==> config.mk <==
export PLATFORM = sky130hd
export DESIGN_NAME = posit_decode_arbiter
export DESIGN_NICKNAME = d
export VERILOG_FILES = /design/src/rtl/posit_decode_arbiter.sv
export SDC_FILE = /design/constraint.sdc
export NUM_CORES = 1
export LEC_CHECK = 0
export BUFFER_PORTS_ARGS = -buffer_cell sky130_fd_sc_hd__clkbuf_2
export CAP_MARGIN = 25
export CORE_MARGIN = 1
export CORE_UTILIZATION = 35
export DETAILED_ROUTE_END_ITERATION = 8
export PLACE_DENSITY = 0.56
export SYNTH_ARGS = -nofsm -noshare
export SYNTH_HDL_FRONTEND = slang
export SYNTH_SLANG_ARGS = --single-unit
==> constraint.sdc <==
create_clock -name clk -period 10 [get_ports clk]
set_clock_uncertainty 0.15 [all_clocks]
set_input_delay 0.5 -clock clk [delete_from_list [all_inputs] [get_ports clk]]
set_output_delay 0.5 -clock clk [all_outputs]
set_load 0.03 [all_outputs]
==> src/rtl/posit_decode_arbiter.sv <==
// Round-robin front end sharing one 64-bit posit decoder among NREQ requesters.
// Two registered stages (operand, result) with full backpressure; each result
// carries the tag of its requester.
//   clk, rst_n        clock, async active-low reset
//   flush             synchronous pipeline clear (priority over accept/load)
//   req_valid/ready   per-requester handshake, req_data packed N bits each
//   out_valid/ready   result handshake; out_tag + decoded fields
//   busy              any stage occupied

module lzd_64_4_decoder (
  input  logic [63:0] in,
  output logic        sign,
  output logic [6:0]  regi,
  output logic [3:0]  expo,
  output logic [56:0] frac,
  output logic        inf,
  output logic        allzero,
  output logic        allone
);

  logic [62:0] rem;
  logic [62:0] diff;
  logic [6:0]  run;
  logic        found;
  logic [60:0] body;

  always_comb begin
    sign    = in[63];
    // Magnitude only needs the low 63 bits of the two's complement.
    rem     = in[63] ? (~in[62:0] + 63'd1) : in[62:0];
    diff    = rem ^ {63{rem[62]}};
    run     = 7'd63;
    found   = 1'b0;
    for (int unsigned i = 0; i < 63; i++) begin
      if (!found && diff[6'(62 - i)]) begin
        run   = 7'(i);
        found = 1'b1;
      end
    end
    regi    = rem[62] ? (run - 7'd1) : (7'd0 - run);
    // Skipping regime run plus terminator; the two guaranteed leading bits are
    // dropped up front so the shift never needs the unused low bits.
    body    = rem[60:0] << (run - 7'd1);
    expo    = body[60:57];
    frac    = body[56:0];
    inf     = (in == {1'b1, 63'd0});
    allzero = (in == '0);
    allone  = &in;
  end

endmodule

module posit_decode_arbiter #(
  parameter int unsigned NREQ = 4,
  parameter int unsigned TW   = 2,
  parameter int unsigned N    = 64,
  parameter int unsigned ES   = 4,
  parameter int unsigned FS   = 57
) (
  input  logic              clk,
  input  logic              rst_n,
  input  logic              flush,
  input  logic [NREQ-1:0]   req_valid,
  input  logic [NREQ*N-1:0] req_data,
  output logic [NREQ-1:0]   req_ready,
  output logic              out_valid,
  input  logic              out_ready,
  output logic [TW-1:0]     out_tag,
  output logic              out_sign,
  output logic [6:0]        out_regi,
  output logic [ES-1:0]     out_expo,
  output logic [FS-1:0]     out_frac,
  output logic              out_inf,
  output logic              out_allzero,
  output logic              out_allone,
  output logic              busy
);

  logic            s1_valid_q, s1_valid_d;
  logic [N-1:0]    s1_data_q, s1_data_d;
  logic [TW-1:0]   s1_tag_q, s1_tag_d;
  logic [TW-1:0]   rr_ptr_q, rr_ptr_d;

  logic            out_valid_q, out_valid_d;
  logic [TW-1:0]   out_tag_q, out_tag_d;
  logic            out_sign_q, out_sign_d;
  logic [6:0]      out_regi_q, out_regi_d;
  logic [ES-1:0]   out_expo_q, out_expo_d;
  logic [FS-1:0]   out_frac_q, out_frac_d;
  logic            out_inf_q, out_inf_d;
  logic            out_allzero_q, out_allzero_d;
  logic            out_allone_q, out_allone_d;

  logic            dec_sign, dec_inf, dec_allzero, dec_allone;
  logic [6:0]      dec_regi;
  logic [ES-1:0]   dec_expo;
  logic [FS-1:0]   dec_frac;

  logic            s2_load, s1_free, accept;
  logic            win_found;
  logic [TW-1:0]   win_idx, cand;
  logic [N-1:0]    win_data;
  logic [NREQ-1:0] grant;

  lzd_64_4_decoder u_dec (
    .in      (s1_data_q),
    .sign    (dec_sign),
    .regi    (dec_regi),
    .expo    (dec_expo),
    .frac    (dec_frac),
    .inf     (dec_inf),
    .allzero (dec_allzero),
    .allone  (dec_allone)
  );

  always_comb begin
    s2_load = s1_valid_q & (~out_valid_q | out_ready);
    s1_free = ~s1_valid_q | s2_load;
  end

  // Round-robin search starting at rr_ptr, wrapping modulo NREQ.
  always_comb begin
    win_found = 1'b0;
    win_idx   = '0;
    cand      = '0;
    for (int unsigned off = 0; off < NREQ; off++) begin
      cand = TW'((32'(rr_ptr_q) + off) % NREQ);
      if (!win_found && req_valid[cand]) begin
        win_found = 1'b1;
        win_idx   = cand;
      end
    end
  end

  always_comb begin
    win_data = '0;
    for (int unsigned i = 0; i < NREQ; i++) begin
      if (TW'(i) == win_idx) begin
        win_data = req_data[i*N +: N];
      end
    end
  end

  // rst_n gates the grant so nothing is offered while reset is held.
  always_comb begin
    grant = '0;
    if (win_found && s1_free && !flush && rst_n) begin
      grant[win_idx] = 1'b1;
    end
    accept = |grant;
  end

  always_comb begin
    s1_valid_d = s1_valid_q;
    s1_data_d  = s1_data_q;
    s1_tag_d   = s1_tag_q;
    rr_ptr_d   = rr_ptr_q;
    if (flush) begin
      s1_valid_d = 1'b0;
    end else if (accept) begin
      s1_valid_d = 1'b1;
      s1_data_d  = win_data;
      s1_tag_d   = win_idx;
      rr_ptr_d   = (win_idx == TW'(NREQ - 1)) ? '0 : win_idx + TW'(1);
    end else if (s2_load) begin
      s1_valid_d = 1'b0;
    end
  end

  always_comb begin
    out_valid_d   = out_valid_q;
    out_tag_d     = out_tag_q;
    out_sign_d    = out_sign_q;
    out_regi_d    = out_regi_q;
    out_expo_d    = out_expo_q;
    out_frac_d    = out_frac_q;
    out_inf_d     = out_inf_q;
    out_allzero_d = out_allzero_q;
    out_allone_d  = out_allone_q;
    if (flush) begin
      out_valid_d = 1'b0;
    end else if (s2_load) begin
      out_valid_d   = 1'b1;
      out_tag_d     = s1_tag_q;
      out_sign_d    = dec_sign;
      out_regi_d    = dec_regi;
      out_expo_d    = dec_expo;
      out_frac_d    = dec_frac;
      out_inf_d     = dec_inf;
      out_allzero_d = dec_allzero;
      out_allone_d  = dec_allone;
    end else if (out_ready) begin
      out_valid_d = 1'b0;
    end
  end

  always_ff @(posedge clk or negedge rst_n) begin
    if (!rst_n) begin
      s1_valid_q    <= 1'b0;
      s1_data_q     <= '0;
      s1_tag_q      <= '0;
      rr_ptr_q      <= '0;
      out_valid_q   <= 1'b0;
      out_tag_q     <= '0;
      out_sign_q    <= 1'b0;
      out_regi_q    <= '0;
      out_expo_q    <= '0;
      out_frac_q    <= '0;
      out_inf_q     <= 1'b0;
      out_allzero_q <= 1'b0;
      out_allone_q  <= 1'b0;
    end else begin
      s1_valid_q    <= s1_valid_d;
      s1_data_q     <= s1_data_d;
      s1_tag_q      <= s1_tag_d;
      rr_ptr_q      <= rr_ptr_d;
      out_valid_q   <= out_valid_d;
      out_tag_q     <= out_tag_d;
      out_sign_q    <= out_sign_d;
      out_regi_q    <= out_regi_d;
      out_expo_q    <= out_expo_d;
      out_frac_q    <= out_frac_d;
      out_inf_q     <= out_inf_d;
      out_allzero_q <= out_allzero_d;
      out_allone_q  <= out_allone_d;
    end
  end

  always_comb begin
    req_ready   = grant;
    out_valid   = out_valid_q;
    out_tag     = out_tag_q;
    out_sign    = out_sign_q;
    out_regi    = out_regi_q;
    out_expo    = out_expo_q;
    out_frac    = out_frac_q;
    out_inf     = out_inf_q;
    out_allzero = out_allzero_q;
    out_allone  = out_allone_q;
    busy        = s1_valid_q | out_valid_q;
  end

endmodule

# Word-level counts from Yosys, hierarchy flattened

Index checks and enable logic that the tools add are counted.

$add $sub $neg: 7
Order comparisons: 6
Eq/ne operators: 5
Shifts and indexed selects: 1
Multiplexer cells: 157
Bitwise gates (word level): 9
Reductions and logical operators: 143

Operators with widths:

| kind                                                       | number |
|---|---|
| 2-to-1 mux 7 bit                                           | 63 |
| 2-to-1 mux 64 bit                                          | 4 |
| 2-to-1 mux 1 bit                                           | 77 |
| logical AND 1 bit                                          | 69 |
| zero test 1 bit                                            | 66 |
| == test 64 bit, second input constant                      | 1 |
| zero test 64 bit                                           | 1 |
| AND reduction 64 bit                                       | 1 |
| adder 63 x 1 -> 63 bit, second input constant              | 1 |
| 2-to-1 mux 63 bit                                          | 1 |
| inverter 63 bit                                            | 1 |
| bitwise XOR 63 bit                                         | 1 |
| << shifter 61 x 7 -> 61 bit                                | 1 |
| less-than comparator 2 x 3 -> 1 bit, second input constant | 5 |
| 2-to-1 mux 2 bit                                           | 5 |
| binary-select mux 1 bit (select 2 bit)                     | 4 |
| subtractor 1 x 7 -> 7 bit, first input constant            | 1 |
| subtractor 7 x 1 -> 7 bit, second input constant           | 1 |
| 2-to-1 mux 6 bit                                           | 1 |
| nonzero test 3 bit                                         | 2 |
| adder 2 x 1 -> 2 bit, second input constant                | 2 |
| adder 2 bit, second input constant                         | 2 |
| == test 2 bit, first input constant                        | 2 |
| 2-to-1 mux 4 bit                                           | 1 |
| other kinds (10)                                           | 15 |

Register bits after elaboration: 144
Output and inout port bits: 80

# Depth between registers and ports, before layout

Depth in word-level cells: 193
Depth in mapped cells: 31

# Hierarchy

Synthesis repeated with hierarchy kept, for this count alone.

Cells, all modules: 2160
Area total of the unflattened synthesis: 17015.1 µm²

Modules (own cells, without submodules):

| module               | times used | cells each | area each (µm²) | sequential area each (µm²) |
|---|---|---|---|---|
| lzd_64_4_decoder     | 1          | 1318       | 9471.6          | 0.0 |
| posit_decode_arbiter | 1          | 842        | 7543.5          | 3603.5 |

# Least setup slack after synthesis

OpenSTA, ideal clock, no wires.

Path kind: reg2reg
From: register s1_data_q[0]
To: register out_frac_q[55], in the netlist out_frac[55]
Setup time: 144 ps
Arrival: 7608 ps
Setup slack: 2098 ps
Stages on the path, launching flop included: 30
Path buffers: 7
Period minus slack after synthesis: 7902 ps
Path through: dfrtp_1 inv_1 ha_1 buf_1 or4b_2 or4_1 clkbuf_1 o41ai_1 xnor2_1 nand3_1 or4_1 a22o_4 nand4b_4 nor4_1 a2111oi_2 nand4_4 nor2_8 inv_6 buf_4 buf_2 ha_1 clkbuf_1 inv_1 clkbuf_1 clkbuf_1 mux4_2 mux2_2 mux2_2 a22oi_1 o221ai_1

Cells in the longest elaborated chain, start to end: 193

RTL lines:

| what                            | RTL line | RTL |
|---|---|---|
| from (decl)                     | 80       | `logic [N-1:0] s1_data_q, s1_data_d;` |
| from (signal assigned)          | 214      | `s1_data_q <= s1_data_d;` |
| inverter 63 bit                 | 30       | `rem = in[63] ? (~in[62:0] + 63'd1) : in[62:0];` |
| adder 63 x 1 -> 63 bit          | 30       |  |
| 2-to-1 mux 63 bit (*)           | 30       |  |
| bitwise XOR 63 bit              | 31       | `diff = rem ^ {63{rem[62]}};` |
| 2-to-1 mux 1 bit                | 35       | `if (!found && diff[6'(62 - i)]) begin` |
| zero test 1 bit                 | 35       |  |
| logical AND 1 bit               | 35       |  |
| 2-to-1 mux 1 bit                | 35       |  |
| [177 not listed]                | -        |  |
| zero test 1 bit                 | 35       |  |
| logical AND 1 bit               | 35       |  |
| 2-to-1 mux 1 bit                | 35       |  |
| zero test 1 bit                 | 35       |  |
| logical AND 1 bit               | 35       |  |
| 2-to-1 mux 7 bit                | 35       |  |
| subtractor 7 x 1 -> 7 bit       | 43       | `body = rem[60:0] << (run - 7'd1);` |
| << shifter 61 x 7 -> 61 bit (*) | 43       |  |
| to (signal assigned)            | 222      | `out_frac_q <= out_frac_d;` |
| to (decl)                       | 89       | `logic [FS-1:0] out_frac_q, out_frac_d;` |

Every way passes the cells marked *; elsewhere a longest branch is shown, timed or not.
A chain may end at the register's enable or synchronous reset.

# Final worst setup path

From: register s1_data_q[14]
To: register out_frac_q[56], in the netlist out_frac[56]

The elaborated chain is that of the path after synthesis.

==> impl_metrics.py <==
metrics = {
    "cells_and_area": {
        "areaGrowthSynthToFinish_pct": 17.1,
        "final_cell_mix": "clkbuf_2 (342), nor2_1 (211), a21oi_1 (192), nand2_1 (179), dfrtp_1 (144)",
        "fillerInstances": 4575,
        "final_area_sq_mm": 0.0183,
        "layout_commonest_cell": "clkbuf_2",
        "fin_nets": 2436,
        "antenna_cells": 0,
        "drive_gt1_share_pct": 25.8,
    },
    "worst_setup_path": {
        "start_kind": "register",
        "r2r-end": "out_frac[56]",
        "arrival_ns": 8.95,
        "path_max_fanout": 26,
        "reg2reg_depth": 21,
        "critical_path_class": "reg -> reg",
        "cpPeakStageDelay_ns": 0.69,
        "path_cells": "or4_4 > or4_4 > or3_1 > o21ai_2 > nand3_2 > or4_1 > o22ai_1 > nand2_1 > o32ai_1 > a21oi_1 > nand4_4 > nor2_8 > inv_6 > ha_1 > nand2_1 > o311ai_4 > buf_4 > mux2_2 > a21oi_1 > mux2i_1 > a221o_1",
        "reg2reg_from": "s1_data_q[14]",
        "regToRegSetupSlack_ns": 1.26,
        "slowest_stage": "or4_1",
        "crit_required_ns": 10.21,
        "endpoint_kind": "register",
    },
    "floorplan": {
        "die_y_microns": 213,
        "core_sq_mm": 0.0436,
        "pin_count": 344,
        "die_w_microns": 213,
        "die_area_sq_mm": 0.0454,
        "fp-row-count": 76,
        "start_util_pct": 35.8,
    },
    "synth": {
        "ys_seq_elements": 144,
        "ys_async_sr_fraction_pct": 100,
        "yosysSeqAreaShare_pct": 23.1,
        "synth_edf_count": 0,
        "synth_cell_type_count": 93,
        "yosysWarnings": 0,
        "yosys_most_used_dff": "dfrtp_1",
        "syn_inst": 1937,
        "synth_area_sq_mm": 0.0156,
        "postSynthAreaPerCell_sq_um": 8.05,
        "syn-num-nets": 2209,
    },
    "sta": {
        "slew_headroom_pct": 32.8,
        "setup_slack_ns": 1.26,
        "final-setup-viol-count": 0,
        "grt_setup_unrepaired": "false",
        "holdWs_ns": 0.0871,
        "post-route-period-util_pct": 87.4,
        "setup_tns_ns": 0,
        "worstMarginPinSlew_ns": 1.00,
        "final-hold-violation-count": 0,
        "drv_slew": 0,
        "max_freq_ghz": 0.114,
        "period_needed_ns": 8.74,
    },
    "global_route": {
        "grt_pass1_wl_mm": 103,
        "antenna_found_initial": 0,
        "grt_overflow": 0,
        "grt_use_total_pct": 30.5,
        "grt_max_degree": 102,
        "grt_pass1_vias": 16000,
    },
    "worst_hold_path": {
        "min_from": "flush",
        "hold_path.class": "in -> reg",
        "hold_path_end": "out_valid",
        "hold_depth": 2,
    },
    "detailed_routing": {
        "viasPerCell": 6.16,
        "detail-route-antenna-nets": 0,
        "wire_per_inst_microns": 25.1,
        "drc": 0,
        "drt_iter0_markers": 1706,
        "met2WireLength_mm": 32.5,
        "wl_mm": 69.3,
        "drt-met1-wl_mm": 29.4,
        "route.met3.wl_mm": 4.68,
        "first_pass_iters": 5,
        "top_layer_used": "met4",
        "vias": 17000,
    },
    "clock_tree": {
        "cts_inserted_buffers": 17,
        "clock_sinks": 144,
        "clk_latency_ns": 0.47,
        "cts_root_buf": "clkbuf_16",
        "tritoncts": "built",
        "cts_hold_buf": 1,
        "postCtsResizedCells": 0,
        "clk_pin_slew_ns": 0.07,
        "clockBufferDepth": 2,
        "htree_levels": 4,
        "post-cts-setup-buffer-count": 0,
    },
    "placed_design": {
        "port_buffers": 343,
        "placed_area_sq_mm": 0.0177,
        "dp_slack_ns": 1.31,
        "gp_congestion": 0.988,
        "dp_hpwl_mm": 55.7,
    },
    "outcome": {
        "status": "complete, no violations",
    },
    "job": {
        "drv_cap": 0,
    },
}
==> synth_stat cells, types with 26 or more instances <==
| cell type | instances | area share, % |
|---|---|---|
| nand3_1 | 35 | 1.1 |
| nor3_1 | 60 | 1.9 |
| nor2_1 | 211 | 5.1 |
| a22oi_1 | 74 | 3.6 |
| dfrtp_1 | 144 | 23 |
| mux2_2 | 27 | 1.9 |
| mux4_2 | 64 | 9.2 |
| nor4_1 | 26 | 1.0 |
| a21oi_1 | 192 | 6.2 |
| xor2_1 | 47 | 2.6 |
| clkbuf_1 | 121 | 2.9 |
| mux2i_1 | 72 | 4.6 |
| o21ai_0 | 127 | 4.1 |
| xnor2_1 | 68 | 3.8 |
| nand2_1 | 179 | 4.3 |
| nand4_1 | 48 | 1.9 |
==> state kept, by name, summed over array words and instances (netlist names) <==
signal,count
out_allzero,1
out_expo,4
out_tag,2
s1_valid_q,1
s1_tag_q,2
out_regi,7
out_inf,1
out_sign,1
rr_ptr_q,2
s1_data_q,64
out_valid,1
out_frac,57
out_allone,1
==> critical path, delay by kind of cell, from the launching register on <==
family,cells,cell delay [ns]
compound gates,7,2.81
simple gates,9,3.81
buf+inv,2,0.38
mux,2,0.49
fa+ha+maj,1,0.48
flops,1,0.46
==> cell families (layout without fill, tap and decap cells) <==
| family | after synthesis | count (layout) | share of synthesized area [%] |
|---|---|---|---|
| multiplexers | 169 | 169 | 16.2 |
| AO/OA/AOI/OAI | 640 | 640 | 27.0 |
| buffers and inverters | 196 | 436 | 5.59 |
| flip-flops | 144 | 144 | 23.1 |
| XOR/XNOR | 117 | 117 | 6.74 |
| AND/OR/NAND/NOR | 663 | 663 | 20.7 |
| adder cells (fa/ha/maj) | 8 | 8 | 0.642 |
==> through the flow <==
stage,util (%),cells
after detailed placement,40.6,2729
after global routing,41.9,2762
after global placement,40.6,2729
after CTS,41.9,2762
final,41.9,2762
after floorplan,-,1937
==> final cells by class <==
cell class	count	area, sq um	share of cell area (%)
Clock buffer	18	429	2.35
Clock inverter	14	138	0.754
Inverter	18	72.6	0.397
Multi-Input combinational cell	1597	11200	61.4
Sequential cell	144	3600	19.7
Tap cell	585	732	4.01
Timing Repair Buffer	386	2070	11.4
==> worst max-delay path by stage <==
stage	startpoint	end
CTS	s1_data_q[14]	out_frac[56]
finish	s1_data_q[14]	out_frac[56]
global route	s1_data_q[14]	out_frac[56]
global placement	s1_data_q[14]	out_frac[56]
detailed placement	s1_data_q[14]	out_frac[56]
floorplan	s1_data_q[0]	out_frac[55]
==> metal layers <==
| metal | vias to the layer above | GRT usage [%] |
|---|---|---|
| met5 | - | 0 |
| met4 | 0 | 12.2 |
| met3 | 115 | 4.62 |
| met2 | 868 | 49.4 |
| met1 | 8205 | 40.5 |
| li1 | 7822 | - |
Power is left out: the tool's default activity adds up to more than one toggle a clock period on the data nets, which glitch-free logic cannot reach.
